--- src/rtl/cpu_pkg.sv ---
// ---------------------------------------------------------------------------
// cpu_pkg
// Shared CPU pipeline definitions: writeback-select codes, the RV32 opcodes
// that decide whether an instruction reads rs1/rs2, the ID/EX register record
// and its bubble value, plus helpers that decode source-register usage.
// ---------------------------------------------------------------------------
package cpu_pkg;

   // Writeback-select codes carried with each instruction
   localparam logic [1:0] WD_RETURN_PC  = 2'b00;
   localparam logic [1:0] WD_ALU_RESULT = 2'b01;
   localparam logic [1:0] WD_MEM_DATA   = 2'b10;

   // Opcodes that matter for source-register usage
   localparam logic [6:0] OP_LUI   = 7'b0110111;
   localparam logic [6:0] OP_AUIPC = 7'b0010111;
   localparam logic [6:0] OP_JAL   = 7'b1101111;
   localparam logic [6:0] OP_R     = 7'b0110011;
   localparam logic [6:0] OP_S     = 7'b0100011;
   localparam logic [6:0] OP_B     = 7'b1100011;

   // Contents of the ID/EX pipeline register
   typedef struct packed {
      logic        valid;
      logic [31:0] pc;
      logic [31:0] rd1;
      logic [31:0] rd2;
      logic [31:0] ext;
      logic [4:0]  rd;
      logic [1:0]  wd_sel;
      logic        we;
      logic        mem_we;
      logic [3:0]  alu_op;
      logic        alu_b_sel;
      logic        branch;
   } id_ex_t;

   // A bubble is an all-zero record: invalid, no register or memory write
   localparam id_ex_t ID_EX_BUBBLE = '0;

   // U-type and JAL have no rs1 field; everything else reads rs1
   function automatic logic rs1_used(input logic [6:0] opcode);
      return !(opcode == OP_LUI || opcode == OP_AUIPC || opcode == OP_JAL);
   endfunction

   // Only R, S and B formats read rs2
   function automatic logic rs2_used(input logic [6:0] opcode);
      return (opcode == OP_R || opcode == OP_S || opcode == OP_B);
   endfunction

endpackage

--- src/rtl/id_ex_if.sv ---
// ---------------------------------------------------------------------------
// id_ex_if
// Decode-to-execute bundle: the ID-stage instruction, operands and control
// going in, and the registered ID/EX contents coming out.
//   master : decode side, drives id_*, observes ex_*
//   slave  : id_ex_stage, consumes id_*, drives ex_*
// ---------------------------------------------------------------------------
interface id_ex_if;

   // ID-stage instruction, operands and control
   logic        id_valid_i;
   logic [31:0] id_pc_i;
   logic [31:0] id_inst_i;
   logic [31:0] id_rD1_i;
   logic [31:0] id_rD2_i;
   logic [31:0] id_ext_i;
   logic [1:0]  id_wd_sel_i;
   logic        id_we_i;
   logic        id_mem_we_i;
   logic [3:0]  id_alu_op_i;
   logic        id_alu_b_sel_i;
   logic        id_branch_i;

   // Registered ID/EX contents
   logic        ex_valid_o;
   logic [31:0] ex_pc_o;
   logic [31:0] ex_rD1_o;
   logic [31:0] ex_rD2_o;
   logic [31:0] ex_ext_o;
   logic [4:0]  ex_rd_o;
   logic [1:0]  ex_wd_sel_o;
   logic        ex_we_o;
   logic        ex_mem_we_o;
   logic [3:0]  ex_alu_op_o;
   logic        ex_alu_b_sel_o;
   logic        ex_branch_o;

   modport master (
      output id_valid_i, id_pc_i, id_inst_i, id_rD1_i, id_rD2_i, id_ext_i,
             id_wd_sel_i, id_we_i, id_mem_we_i, id_alu_op_i, id_alu_b_sel_i,
             id_branch_i,
      input  ex_valid_o, ex_pc_o, ex_rD1_o, ex_rD2_o, ex_ext_o, ex_rd_o,
             ex_wd_sel_o, ex_we_o, ex_mem_we_o, ex_alu_op_o, ex_alu_b_sel_o,
             ex_branch_o
   );

   modport slave (
      input  id_valid_i, id_pc_i, id_inst_i, id_rD1_i, id_rD2_i, id_ext_i,
             id_wd_sel_i, id_we_i, id_mem_we_i, id_alu_op_i, id_alu_b_sel_i,
             id_branch_i,
      output ex_valid_o, ex_pc_o, ex_rD1_o, ex_rD2_o, ex_ext_o, ex_rd_o,
             ex_wd_sel_o, ex_we_o, ex_mem_we_o, ex_alu_op_o, ex_alu_b_sel_o,
             ex_branch_o
   );

endinterface

--- src/rtl/hazard_forward_unit.sv ---
// ---------------------------------------------------------------------------
// hazard_forward_unit
// Purely combinational. Compares the decode-stage source registers against
// the instructions in EX and MEM, selects a bypass value (EX has priority)
// and raises a one-cycle stall when the EX producer is a load.
// Ports:
//   i_opcode, i_rs1, i_rs2      decode-stage opcode and source registers
//   i_ex_*                      registered ID/EX producer info + ALU result
//   i_mem_*                     MEM-stage producer info and candidate data
//   i_flush                     taken branch/jump in EX, suppresses stall
//   o_fwd1/o_fwd2, o_r1/2_select operand override toward decode
//   o_stall                     load-use stall request
// Writeback-stage producers are not examined: the register file resolves
// them by writing before reading.
// ---------------------------------------------------------------------------
module hazard_forward_unit
   import cpu_pkg::*;
#(
   parameter logic [1:0] RETURN_PC  = WD_RETURN_PC,
   parameter logic [1:0] ALU_RESULT = WD_ALU_RESULT,
   parameter logic [1:0] MEM_DATA   = WD_MEM_DATA
) (
   input  logic [6:0]  i_opcode,
   input  logic [4:0]  i_rs1,
   input  logic [4:0]  i_rs2,
   input  logic        i_ex_valid,
   input  logic        i_ex_we,
   input  logic [4:0]  i_ex_rd,
   input  logic [1:0]  i_ex_wd_sel,
   input  logic [31:0] i_ex_pc,
   input  logic [31:0] i_ex_result,
   input  logic [4:0]  i_mem_rd,
   input  logic        i_mem_we,
   input  logic [1:0]  i_mem_wd_sel,
   input  logic [31:0] i_mem_alu_result,
   input  logic [31:0] i_mem_return_pc,
   input  logic [31:0] i_mem_data,
   input  logic        i_flush,
   output logic [31:0] o_fwd1,
   output logic [31:0] o_fwd2,
   output logic        o_r1_select,
   output logic        o_r2_select,
   output logic        o_stall
);

   logic        w_rs1_used, w_rs2_used;
   logic        w_ex_writes, w_mem_writes;
   logic        w_ex_hit1, w_ex_hit2, w_mem_hit1, w_mem_hit2;
   logic        w_ex_is_load;
   logic [31:0] w_ex_data, w_mem_data;

   assign w_rs1_used = rs1_used(i_opcode);
   assign w_rs2_used = rs2_used(i_opcode);

   // x0 is hard-wired to zero, so a producer targeting it is never a source
   assign w_ex_writes  = i_ex_valid & i_ex_we & (i_ex_rd != 5'd0);
   assign w_mem_writes = i_mem_we & (i_mem_rd != 5'd0);

   assign w_ex_hit1  = w_ex_writes  & (i_ex_rd  == i_rs1) & w_rs1_used;
   assign w_ex_hit2  = w_ex_writes  & (i_ex_rd  == i_rs2) & w_rs2_used;
   assign w_mem_hit1 = w_mem_writes & (i_mem_rd == i_rs1) & w_rs1_used;
   assign w_mem_hit2 = w_mem_writes & (i_mem_rd == i_rs2) & w_rs2_used;

   assign w_ex_is_load = (i_ex_wd_sel == MEM_DATA);

   // Value the EX producer will eventually write back, if known this cycle
   always_comb begin
      // NOTE: every always_comb output gets a default first, so no path
      // leaves it unassigned and no latch is inferred.
      w_ex_data = 32'd0;
      case (i_ex_wd_sel)
         ALU_RESULT: w_ex_data = i_ex_result;
         RETURN_PC:  w_ex_data = i_ex_pc + 32'd4;
         default:    w_ex_data = 32'd0;
      endcase
   end

   always_comb begin
      w_mem_data = 32'd0;
      case (i_mem_wd_sel)
         RETURN_PC:  w_mem_data = i_mem_return_pc;
         ALU_RESULT: w_mem_data = i_mem_alu_result;
         MEM_DATA:   w_mem_data = i_mem_data;
         default:    w_mem_data = 32'd0;
      endcase
   end

   // An EX match always masks a MEM match (it is the younger write). When
   // the EX producer is a load its data does not exist yet: no override is
   // offered and the stall holds decode for one cycle instead.
   always_comb begin
      o_r1_select = 1'b0;
      o_fwd1      = 32'd0;
      o_r2_select = 1'b0;
      o_fwd2      = 32'd0;
      if (w_ex_hit1) begin
         if (!w_ex_is_load) begin
            o_r1_select = 1'b1;
            o_fwd1      = w_ex_data;
         end
      end else if (w_mem_hit1) begin
         o_r1_select = 1'b1;
         o_fwd1      = w_mem_data;
      end
      if (w_ex_hit2) begin
         if (!w_ex_is_load) begin
            o_r2_select = 1'b1;
            o_fwd2      = w_ex_data;
         end
      end else if (w_mem_hit2) begin
         o_r2_select = 1'b1;
         o_fwd2      = w_mem_data;
      end
   end

   // A flush discards the dependent instruction anyway, so it cancels the stall
   assign o_stall = (w_ex_hit1 | w_ex_hit2) & w_ex_is_load & ~i_flush;

endmodule

--- src/rtl/id_ex_stage.sv ---
// ---------------------------------------------------------------------------
// id_ex_stage
// ID/EX pipeline register with operand forwarding, load-use stall and a
// saturating stall counter.
// Ports:
//   clk_i, reset_i          clock, asynchronous active-low reset
//   id_bus (slave)          ID-stage fields in, registered ID/EX fields out
//   ex_result_i             combinational ALU result of the EX instruction
//   mem_*                   MEM-stage writeback info for forwarding
//   flush_i                 taken branch/jump resolved in EX
//   forward_data_*_o, r*_select_o   operand override to decode
//   stall_o                 hold PC and IF/ID for one cycle
//   stall_cnt_o             number of load-use stall cycles taken
// A stalled or flushed cycle, or an invalid ID slot, loads a bubble.
// ---------------------------------------------------------------------------
module id_ex_stage
   import cpu_pkg::*;
#(
   parameter logic [1:0] RETURN_PC  = WD_RETURN_PC,
   parameter logic [1:0] ALU_RESULT = WD_ALU_RESULT,
   parameter logic [1:0] MEM_DATA   = WD_MEM_DATA
) (
   input  logic        clk_i,
   input  logic        reset_i,
   id_ex_if.slave      id_bus,
   input  logic [31:0] ex_result_i,
   input  logic [4:0]  mem_rd_i,
   input  logic        mem_we_i,
   input  logic [1:0]  mem_wd_sel_i,
   input  logic [31:0] mem_alu_result_i,
   input  logic [31:0] mem_return_pc_i,
   input  logic [31:0] mem_data_i,
   input  logic        flush_i,
   output logic [31:0] forward_data_1_o,
   output logic [31:0] forward_data_2_o,
   output logic        r1_select_o,
   output logic        r2_select_o,
   output logic        stall_o,
   output logic [31:0] stall_cnt_o
);

   id_ex_t      r_ex;
   id_ex_t      w_ex_next;
   logic [31:0] r_stall_cnt;
   logic        w_stall;
   logic        w_unused_inst;

   hazard_forward_unit #(
      .RETURN_PC  (RETURN_PC),
      .ALU_RESULT (ALU_RESULT),
      .MEM_DATA   (MEM_DATA)
   ) u_hazard (
      .i_opcode         (id_bus.id_inst_i[6:0]),
      .i_rs1            (id_bus.id_inst_i[19:15]),
      .i_rs2            (id_bus.id_inst_i[24:20]),
      .i_ex_valid       (r_ex.valid),
      .i_ex_we          (r_ex.we),
      .i_ex_rd          (r_ex.rd),
      .i_ex_wd_sel      (r_ex.wd_sel),
      .i_ex_pc          (r_ex.pc),
      .i_ex_result      (ex_result_i),
      .i_mem_rd         (mem_rd_i),
      .i_mem_we         (mem_we_i),
      .i_mem_wd_sel     (mem_wd_sel_i),
      .i_mem_alu_result (mem_alu_result_i),
      .i_mem_return_pc  (mem_return_pc_i),
      .i_mem_data       (mem_data_i),
      .i_flush          (flush_i),
      .o_fwd1           (forward_data_1_o),
      .o_fwd2           (forward_data_2_o),
      .o_r1_select      (r1_select_o),
      .o_r2_select      (r2_select_o),
      .o_stall          (w_stall)
   );

   assign stall_o = w_stall;

   // funct3/funct7 only matter to the ALU decoder, not to this stage
   assign w_unused_inst = ^{id_bus.id_inst_i[31:25], id_bus.id_inst_i[14:12]};

   // Next ID/EX contents: bubble unless a valid instruction advances
   always_comb begin
      w_ex_next = ID_EX_BUBBLE;
      if (id_bus.id_valid_i && !flush_i && !w_stall) begin
         w_ex_next.valid     = 1'b1;
         w_ex_next.pc        = id_bus.id_pc_i;
         w_ex_next.rd1       = r1_select_o ? forward_data_1_o : id_bus.id_rD1_i;
         w_ex_next.rd2       = r2_select_o ? forward_data_2_o : id_bus.id_rD2_i;
         w_ex_next.ext       = id_bus.id_ext_i;
         w_ex_next.rd        = id_bus.id_inst_i[11:7];
         w_ex_next.wd_sel    = id_bus.id_wd_sel_i;
         w_ex_next.we        = id_bus.id_we_i;
         w_ex_next.mem_we    = id_bus.id_mem_we_i;
         w_ex_next.alu_op    = id_bus.id_alu_op_i;
         w_ex_next.alu_b_sel = id_bus.id_alu_b_sel_i;
         w_ex_next.branch    = id_bus.id_branch_i;
      end
   end

   always_ff @(posedge clk_i or negedge reset_i) begin
      // NOTE: sequential state uses non-blocking assignments so every
      // register samples the pre-edge values regardless of block order.
      if (!reset_i) begin
         r_ex <= ID_EX_BUBBLE;
      end else begin
         r_ex <= w_ex_next;
      end
   end

   // Stall already excludes flush cycles; the counter sticks at all-ones
   always_ff @(posedge clk_i or negedge reset_i) begin
      if (!reset_i) begin
         r_stall_cnt <= 32'd0;
      end else if (w_stall && (r_stall_cnt != 32'hFFFF_FFFF)) begin
         r_stall_cnt <= r_stall_cnt + 32'd1;
      end
   end

   assign stall_cnt_o = r_stall_cnt;

   assign id_bus.ex_valid_o     = r_ex.valid;
   assign id_bus.ex_pc_o        = r_ex.pc;
   assign id_bus.ex_rD1_o       = r_ex.rd1;
   assign id_bus.ex_rD2_o       = r_ex.rd2;
   assign id_bus.ex_ext_o       = r_ex.ext;
   assign id_bus.ex_rd_o        = r_ex.rd;
   assign id_bus.ex_wd_sel_o    = r_ex.wd_sel;
   assign id_bus.ex_we_o        = r_ex.we;
   assign id_bus.ex_mem_we_o    = r_ex.mem_we;
   assign id_bus.ex_alu_op_o    = r_ex.alu_op;
   assign id_bus.ex_alu_b_sel_o = r_ex.alu_b_sel;
   assign id_bus.ex_branch_o    = r_ex.branch;

endmodule

--- src/flat_wrapper.sv ---
// flat-port wrapper written by rule: the top's interface ports become plain ports
module id_ex_stage_flat import cpu_pkg::*;
#(
   parameter logic [1:0] RETURN_PC  = WD_RETURN_PC,
   parameter logic [1:0] ALU_RESULT = WD_ALU_RESULT,
   parameter logic [1:0] MEM_DATA   = WD_MEM_DATA
)
  (clk_i, reset_i, ex_result_i, mem_rd_i, mem_we_i, mem_wd_sel_i, mem_alu_result_i, mem_return_pc_i, mem_data_i, flush_i, forward_data_1_o, forward_data_2_o, r1_select_o, r2_select_o, stall_o, stall_cnt_o, id_bus_id_valid_i, id_bus_id_pc_i, id_bus_id_inst_i, id_bus_id_rD1_i, id_bus_id_rD2_i, id_bus_id_ext_i, id_bus_id_wd_sel_i, id_bus_id_we_i, id_bus_id_mem_we_i, id_bus_id_alu_op_i, id_bus_id_alu_b_sel_i, id_bus_id_branch_i, id_bus_ex_valid_o, id_bus_ex_pc_o, id_bus_ex_rD1_o, id_bus_ex_rD2_o, id_bus_ex_ext_o, id_bus_ex_rd_o, id_bus_ex_wd_sel_o, id_bus_ex_we_o, id_bus_ex_mem_we_o, id_bus_ex_alu_op_o, id_bus_ex_alu_b_sel_o, id_bus_ex_branch_o);
  id_ex_if id_bus_i ();
  input  logic clk_i;
  input  logic reset_i;
  input  logic [31:0] ex_result_i;
  input  logic [4:0] mem_rd_i;
  input  logic mem_we_i;
  input  logic [1:0] mem_wd_sel_i;
  input  logic [31:0] mem_alu_result_i;
  input  logic [31:0] mem_return_pc_i;
  input  logic [31:0] mem_data_i;
  input  logic flush_i;
  output logic [31:0] forward_data_1_o;
  output logic [31:0] forward_data_2_o;
  output logic r1_select_o;
  output logic r2_select_o;
  output logic stall_o;
  output logic [31:0] stall_cnt_o;
  input wire logic [$bits(id_bus_i.id_valid_i)-1:0] id_bus_id_valid_i;
  input wire logic [$bits(id_bus_i.id_pc_i)-1:0] id_bus_id_pc_i;
  input wire logic [$bits(id_bus_i.id_inst_i)-1:0] id_bus_id_inst_i;
  input wire logic [$bits(id_bus_i.id_rD1_i)-1:0] id_bus_id_rD1_i;
  input wire logic [$bits(id_bus_i.id_rD2_i)-1:0] id_bus_id_rD2_i;
  input wire logic [$bits(id_bus_i.id_ext_i)-1:0] id_bus_id_ext_i;
  input wire logic [$bits(id_bus_i.id_wd_sel_i)-1:0] id_bus_id_wd_sel_i;
  input wire logic [$bits(id_bus_i.id_we_i)-1:0] id_bus_id_we_i;
  input wire logic [$bits(id_bus_i.id_mem_we_i)-1:0] id_bus_id_mem_we_i;
  input wire logic [$bits(id_bus_i.id_alu_op_i)-1:0] id_bus_id_alu_op_i;
  input wire logic [$bits(id_bus_i.id_alu_b_sel_i)-1:0] id_bus_id_alu_b_sel_i;
  input wire logic [$bits(id_bus_i.id_branch_i)-1:0] id_bus_id_branch_i;
  output wire logic [$bits(id_bus_i.ex_valid_o)-1:0] id_bus_ex_valid_o;
  output wire logic [$bits(id_bus_i.ex_pc_o)-1:0] id_bus_ex_pc_o;
  output wire logic [$bits(id_bus_i.ex_rD1_o)-1:0] id_bus_ex_rD1_o;
  output wire logic [$bits(id_bus_i.ex_rD2_o)-1:0] id_bus_ex_rD2_o;
  output wire logic [$bits(id_bus_i.ex_ext_o)-1:0] id_bus_ex_ext_o;
  output wire logic [$bits(id_bus_i.ex_rd_o)-1:0] id_bus_ex_rd_o;
  output wire logic [$bits(id_bus_i.ex_wd_sel_o)-1:0] id_bus_ex_wd_sel_o;
  output wire logic [$bits(id_bus_i.ex_we_o)-1:0] id_bus_ex_we_o;
  output wire logic [$bits(id_bus_i.ex_mem_we_o)-1:0] id_bus_ex_mem_we_o;
  output wire logic [$bits(id_bus_i.ex_alu_op_o)-1:0] id_bus_ex_alu_op_o;
  output wire logic [$bits(id_bus_i.ex_alu_b_sel_o)-1:0] id_bus_ex_alu_b_sel_o;
  output wire logic [$bits(id_bus_i.ex_branch_o)-1:0] id_bus_ex_branch_o;
  assign id_bus_i.id_valid_i = id_bus_id_valid_i;
  assign id_bus_i.id_pc_i = id_bus_id_pc_i;
  assign id_bus_i.id_inst_i = id_bus_id_inst_i;
  assign id_bus_i.id_rD1_i = id_bus_id_rD1_i;
  assign id_bus_i.id_rD2_i = id_bus_id_rD2_i;
  assign id_bus_i.id_ext_i = id_bus_id_ext_i;
  assign id_bus_i.id_wd_sel_i = id_bus_id_wd_sel_i;
  assign id_bus_i.id_we_i = id_bus_id_we_i;
  assign id_bus_i.id_mem_we_i = id_bus_id_mem_we_i;
  assign id_bus_i.id_alu_op_i = id_bus_id_alu_op_i;
  assign id_bus_i.id_alu_b_sel_i = id_bus_id_alu_b_sel_i;
  assign id_bus_i.id_branch_i = id_bus_id_branch_i;
  assign id_bus_ex_valid_o = id_bus_i.ex_valid_o;
  assign id_bus_ex_pc_o = id_bus_i.ex_pc_o;
  assign id_bus_ex_rD1_o = id_bus_i.ex_rD1_o;
  assign id_bus_ex_rD2_o = id_bus_i.ex_rD2_o;
  assign id_bus_ex_ext_o = id_bus_i.ex_ext_o;
  assign id_bus_ex_rd_o = id_bus_i.ex_rd_o;
  assign id_bus_ex_wd_sel_o = id_bus_i.ex_wd_sel_o;
  assign id_bus_ex_we_o = id_bus_i.ex_we_o;
  assign id_bus_ex_mem_we_o = id_bus_i.ex_mem_we_o;
  assign id_bus_ex_alu_op_o = id_bus_i.ex_alu_op_o;
  assign id_bus_ex_alu_b_sel_o = id_bus_i.ex_alu_b_sel_o;
  assign id_bus_ex_branch_o = id_bus_i.ex_branch_o;
  id_ex_stage #(.RETURN_PC(RETURN_PC), .ALU_RESULT(ALU_RESULT), .MEM_DATA(MEM_DATA)) u_core (.clk_i(clk_i), .reset_i(reset_i), .id_bus(id_bus_i), .ex_result_i(ex_result_i), .mem_rd_i(mem_rd_i), .mem_we_i(mem_we_i), .mem_wd_sel_i(mem_wd_sel_i), .mem_alu_result_i(mem_alu_result_i), .mem_return_pc_i(mem_return_pc_i), .mem_data_i(mem_data_i), .flush_i(flush_i), .forward_data_1_o(forward_data_1_o), .forward_data_2_o(forward_data_2_o), .r1_select_o(r1_select_o), .r2_select_o(r2_select_o), .stall_o(stall_o), .stall_cnt_o(stall_cnt_o));
endmodule
--- config.mk ---
export PLATFORM = sky130hd
export DESIGN_NAME = id_ex_stage_flat
export DESIGN_NICKNAME = d
export VERILOG_FILES = /design/src/rtl/cpu_pkg.sv /design/src/rtl/id_ex_if.sv /design/src/rtl/hazard_forward_unit.sv /design/src/rtl/id_ex_stage.sv /design/src/flat_wrapper.sv
export SDC_FILE = /design/constraint.sdc
export NUM_CORES = 1
export LEC_CHECK = 0
export CAP_MARGIN = 15
export CORE_AREA = 2 2 213 215
export DETAILED_ROUTE_END_ITERATION = 10
export DIE_AREA = 0 0 215 217
export GPL_ROUTABILITY_DRIVEN = 1
export PLACE_DENSITY = 0.54
export SETUP_SLACK_MARGIN = 0.05
export SLEW_MARGIN = 0
export SYNTH_ARGS = -nofsm -noshare
export SYNTH_HDL_FRONTEND = slang
export SYNTH_SLANG_ARGS = --single-unit
--- constraint.sdc ---
create_clock -name clk_i -period 3.15 [get_ports clk_i]
set_input_delay 0.4725 -clock clk_i [delete_from_list [all_inputs] [get_ports clk_i]]
set_output_delay 0.4725 -clock clk_i [all_outputs]
set_load 0.005 [all_outputs]
======== Word-level counts from Yosys, hierarchy flattened ========
Index checks and enable logic that the tools add are counted.
cells by class
  add/subtract/negate cells ............... 2
  equality and inequality tests ........... 15
  mux-type cells .......................... 15
  bitwise gates (word level) .............. 15
  reduce and logical (&&, ||, !) cells .... 14
operators by type and width
  operator                 count
  $mux W32                 7
  $mux W144                1
  $pmux W32 S3             1
  $pmux W32 S2             1
  $add A32 B1 Y32 const B  1
  $add A32 B3 Y32 const B  1
  $ne A32 B32 Y1 const B   1
  $eq A7 B6 Y1 const B     3
  $eq A5 B5 Y1             4
  $eq A7 B7 Y1 const B     2
  $and A1 B1 Y1            13
  $reduce_bool A5 Y1       2
  $eq A7 B5 Y1 const B     1
  $mux W1                  5
  $eq A2 B1 Y1 const B     2
  $eq A2 B2 Y1 const B     2
  $logic_not A2 Y1         2
  $logic_or A1 B1 Y1       4
  $logic_and A1 B1 Y1      3
  $logic_not A1 Y1         3
  $not A1 Y1               1
  $or A1 B1 Y1             1
word-level totals
  register bits ........................... 176
  bits of input ports ..................... 310
  output and inout bits ................... 243
  word-level logic and storage cells ...... 74

======== Logic depth before layout (Yosys ltp) ========
  word-level depth ........................ 11
  mapped depth ............................ 11

======== Modules after synthesis ========
Synthesis repeated with hierarchy kept, for this count alone.
second synthesis, totals
  cell total of the unflattened synthesis .. 958
  area, all modules ....................... 9519.1 um^2
modules (own cells, without submodules)
  module               instances  cells each  area each (um^2)
  id_ex_stage          1          514         6627.6
  hazard_forward_unit  1          444         2891.5

======== Worst setup path after synthesis ========
OpenSTA, ideal clock, no wires.
  path kind ............................... input to output
  start ................................... input id_bus_id_inst_i[6]
  end ..................................... output forward_data_1_o[18]
  arrival ................................. 2.212 ns
  data required time ...................... 2.677 ns
  setup slack ............................. 0.466 ns
  cell stages on the path ................. 9
  path through ............................ and3_1 -> o2111a_1 -> or4_1 -> buf_4 -> nand2_1 -> clkbuf_1 -> nor2_1 -> a21oi_1 -> inv_1
on the way
  word-level cells in the longest chain between the ends .. 7
ends and longest elaborated chain
  what                                          line                        text
  start: declaration                            flat_wrapper.sv:28          input wire logic [$bits(id_bus_i.id_inst_i)-1:0] id_bus_id_inst_i;
  $eq A7 B6 Y1 or $eq A7 B5 Y1 (tied branches)  cpu_pkg.sv:43               return !(opcode == OP_LUI || opcode == OP_AUIPC || opcode == OP_JAL);
  $logic_or A1 B1 Y1                            cpu_pkg.sv:43
  $logic_or A1 B1 Y1 *                          cpu_pkg.sv:43
  $logic_not A1 Y1 *                            cpu_pkg.sv:43
  $and A1 B1 Y1                                 hazard_forward_unit.sv:61   assign w_mem_hit1 = w_mem_writes & (i_mem_rd == i_rs1) & w_rs1_used;
  $mux W32                                      hazard_forward_unit.sv:101  end else if (w_mem_hit1) begin
  $mux W32 *                                    hazard_forward_unit.sv:96   if (w_ex_hit1) begin
  end: declaration                              flat_wrapper.sv:20          output logic [31:0] forward_data_1_o;
Mark *: on every way between the ends. The rest lies on a longest branch, timed or not.

======== Worst setup path in the final report ========
  start ................................... register u_core.r_ex, in the netlist u_core.id_bus.ex_pc_o[2]
  end ..................................... output forward_data_2_o[28]
on the way
  word-level cells in the longest chain between the ends .. 4
ends and longest elaborated chain
  what                      line                        text
  start: declaration        id_ex_stage.sv:42           id_ex_t r_ex;
  start signal: assignment  id_ex_stage.sv:106          r_ex <= w_ex_next;
  $add A32 B3 Y32           hazard_forward_unit.sv:73   RETURN_PC: w_ex_data = i_ex_pc + 32'd4;
  $pmux W32 S2              hazard_forward_unit.sv:71   case (i_ex_wd_sel)
  $mux W32                  hazard_forward_unit.sv:106  if (!w_ex_is_load) begin
  $mux W32                  hazard_forward_unit.sv:105  if (w_ex_hit2) begin
  end: declaration          flat_wrapper.sv:21          output logic [31:0] forward_data_2_o;
No other way between the ends.

==> flow_metrics.tcl <==
set metrics [dict create \
    status "finished, violations left" \
    violations "negative setup slack" \
    switching_share_pct 29.3 \
    drc 0 \
    synth_fp_nets 1309 \
    hpwl_mm 40.5 \
    avgSynthCellArea_um2 9.26 \
    r2r-start "u_core.id_bus.ex_rd_o[2]$_DFF_PN0_" \
    fmax_mhz 303 \
    hold_path.class "in2async" \
    drtPass1Iterations 5 \
    clkLatencyLatePin_ns 0.50 \
    hold_viol_final 0 \
    rsz0062_at_grt "true" \
    cap_violations 0 \
    final_antenna_net_count 0 \
    syn_inst 997 \
    via_per_inst 4.54 \
    critPathLaunchType "register" \
    grt_max_degree 70 \
    pwr-share-seq_pct 40.4 \
    path_clk_slew_ns 0.08 \
    layout-drive-gt1-share_pct 31.4 \
    skew_ns 0.0183 \
    powerDensity_nw_per_um2 299 \
    clock_power_share_pct 37.9 \
    overflow 0 \
    synth_top_family_by_area "simple AND/OR/NAND/NOR gates" \
    rrSetupSlack_ns 0.19 \
    yosysTopAreaCellShare_pct 47.7 \
    synth.area.top_cells "dfrtp_1 48%, and2_1 6.8%, xnor2_1 5.1%" \
    yosysSeqAreaShare_pct 47.7 \
    port_buffers 542 \
    grt_pass1_wl_mm 75.6 \
    drt_iter0_markers 613 \
    synth_ff_type "dfrtp_1" \
    rows 78 \
    synth_fa_ha_area_share_pct 0.271 \
    area_delta_synth_final_pct 111 \
    tritoncts "done" \
    arrival_ns 2.83 \
    final.setup.tns_ns -1.02 \
    synth-compound-area-share_pct 13.8 \
    synth.cell_area_um2 9230 \
    finalSetupViolCount 23 \
    p_leak_nw 8.76 \
    relSlewSlack_pct 51.4 \
    antenna_found_initial 10 \
    grt.total_usage_pct 22.2 \
    io_pins 553 \
    drv_slew 0 \
    yosysWarnings 0 \
    crit_required_ns 2.68 \
    synth_edf_count 0 \
    cts_buffers 17 \
    core-area_um2 44700 \
    synth-async-reset-ratio_pct 100 \
    fin_util_pct 43.7 \
    die-width_um 215 \
    switching_power_w 0.00171 \
    die_h_um 217 \
    fin_total_pwr_w 0.00584 \
    grt_pass1_vias 11400 \
    p_int_w 0.00413 \
    wl_per_cell_um 22.4 \
    whs_ns 0.475 \
    pwr-share-comb_pct 21.6 \
    synth_xor_area_share_pct 7.21 \
    synth-simple-area-share_pct 22.4 \
    tightestPinTransition_ns 0.721 \
    synthTopCellsByCount "176 x dfrtp_1, 100 x and2_1, 87 x nand2_1, 87 x nor2_1, 66 x a21oi_1" \
    period_needed_ns 3.30 \
    crit_fanout 2 \
    via_count 11000 \
    endpoint "forward_data_2_o[28]" \
    cts.htree.levels 4 \
    initial_utilization_pct 20.6 \
    vdd_drop_max_mv 0.369 \
    critPathKind "reg2out" \
    synth_most_common_cell "dfrtp_1" \
    synth_seq_cells 176 \
    place_congestion 0.903 \
    drt-total-wl_mm 54.1 \
    fin_ws_ns -0.150 \
    clock-root-buffer "clkbuf_16" \
    fin_nets 2111 \
    numClockSinks 176 \
    clk_path_buf_depth 2 \
    fin_crit_sh_pct 105 \
    synth.largest_area_cell "dfrtp_1" \
    r2r-end "u_core.id_bus.ex_rD1_o[22]$_DFF_PN0_" \
    cp-startpoint "u_core.id_bus.ex_pc_o[2]$_DFF_PN0_" \
    end_kind "primary output" \
    dp_slack_ns -0.730 \
    yosysUniqueCellTypes 52 \
    reg2reg_depth 11 \
    die-area_um2 46700 \
    synthMuxAreaShare_pct 4.70 \
]
[cell usage in the layout (no fill, tap or decap), drive strengths merged, types with 4 or more instances in the layout]
cell / netlist / final
a22o: 4 / 4
nand2: 87 / 87
buf: 19 / 356
inv: 24 / 28
a31oi: 4 / 4
nand2b: 12 / 12
and3: 10 / 10
a221oi: 5 / 5
clkbuf: 40 / 28
or4: 8 / 8
dfrtp: 176 / 176
xnor2: 54 / 54
xor2: 22 / 22
mux2i: 40 / 40
o22ai: 17 / 17
nand4: 17 / 17
nand3: 27 / 27
or2: 9 / 9
a211oi: 6 / 6
clkinv: 1 / 9
nor4: 9 / 9
o21ai: 69 / 69
or3: 4 / 4
a21oi: 66 / 66
nor2: 89 / 89
diode: 0 / 6
and4: 5 / 5
clkdlybuf4s50: 0 / 466
o21a: 17 / 17
a21o: 4 / 4
nor3: 18 / 18
dlygate4sd2: 0 / 5
and2: 102 / 102
nor2b: 5 / 5
[cell type report]
cell class / instances / area, um^2
repair buffers: 842 / 8010
multi-input cells: 737 / 5640
diodes: 6 / 15.0
clock buffers: 17 / 425
fillers: 4431 / 25200
flip-flops and latches: 176 / 4410
well taps: 600 / 751
inverters: 25 / 106
clock inverters: 15 / 173
[sequential cells by signal (all words and copies together), names as in the netlist]
signal and count:
u_core.stall_cnt_o 32, u_core.id_bus.ex_we_o 1, u_core.id_bus.ex_branch_o 1, u_core.id_bus.ex_rD2_o 32
u_core.id_bus.ex_rD1_o 32, u_core.id_bus.ex_wd_sel_o 2, u_core.id_bus.ex_alu_op_o 4, u_core.id_bus.ex_pc_o 32
u_core.id_bus.ex_rd_o 5, u_core.id_bus.ex_alu_b_sel_o 1, u_core.id_bus.ex_ext_o 32, u_core.id_bus.ex_mem_we_o 1
u_core.id_bus.ex_valid_o 1
[metrics by stage]
stage	cell area [um^2]	std cells
2_1_floorplan	9230	997
3_3_place_gp	16700	2267
3_5_place_dp	16700	2267
4_1_cts	18700	2376
5_1_grt	19500	2417
6_report	19500	2418
[logic make-up after synthesis]
kind of cell,count (synthesis)
mux,43
buf+inv,84
simple gates,404
flops,176
compound gates,212
xor+xnor,76
fa+ha+maj,2
[metal layers]
metal | vias to the layer above | GRT usage (%) | routed length, um
met4 | 10 | 9.77 | 1870
li1 | 5043 | - | -
met3 | 91 | 7.38 | 4150
met1 | 5368 | 25.6 | 21300
met5 | - | 0 | 59
met2 | 468 | 37.7 | 26800
[how the worst min path moves through the flow]
| stage | depth (start not counted) | slack [ns] | end |
|---|---|---|---|
| finish | 2 | 0.48 | u_core.id_bus.ex_ext_o[21]$_DFF_PN0_ |
| global route | 2 | 0.49 | u_core.id_bus.ex_ext_o[16]$_DFF_PN0_ |
| CTS | 2 | 0.45 | u_core.stall_cnt_o[11]$_DFFE_PN0P_ |
| detailed placement | 1 | 0.46 | u_core.id_bus.ex_ext_o[20]$_DFF_PN0_ |
| global placement | 1 | 0.45 | u_core.id_bus.ex_ext_o[17]$_DFF_PN0_ |
| floorplan | 0 | 0.18 | u_core.id_bus.ex_alu_b_sel_o$_DFF_PN0_ |
[timing repair]
item,in CTS,in global routing
pin swaps,66,56
hold buffers,1,0
setup buffers,75,43
setup endpoints to repair,67,68
gates resized for setup,506,128
gates cloned,2,3
endpoints found under the hold margin,46,0
[critical path, cell delays in order (launching register included)]
cell and delay, ns:
dfrtp_1 0.36, ha_2 0.18, and3_4 0.20, buf_6 0.11, nand4_1 0.12, nor4_2 0.28
xor2_1 0.22, mux2i_2 0.14, buf_4 0.16, or3_1 0.31, o21ai_1 0.09, buf_2 0.15
[power groups by stage]
stage	Sequential (W)	Clock (W)	Combinational (W)
after CTS	0.00236	0.00231	0.00122
after global placement	0.00240	0	0.00113
after global routing	0.00237	0.00237	0.00135
after detailed placement	0.00240	0	0.00113
after floorplan	0.00242	0	0.000272
final	0.00236	0.00221	0.00126
Power figures use the tool's default switching activity.
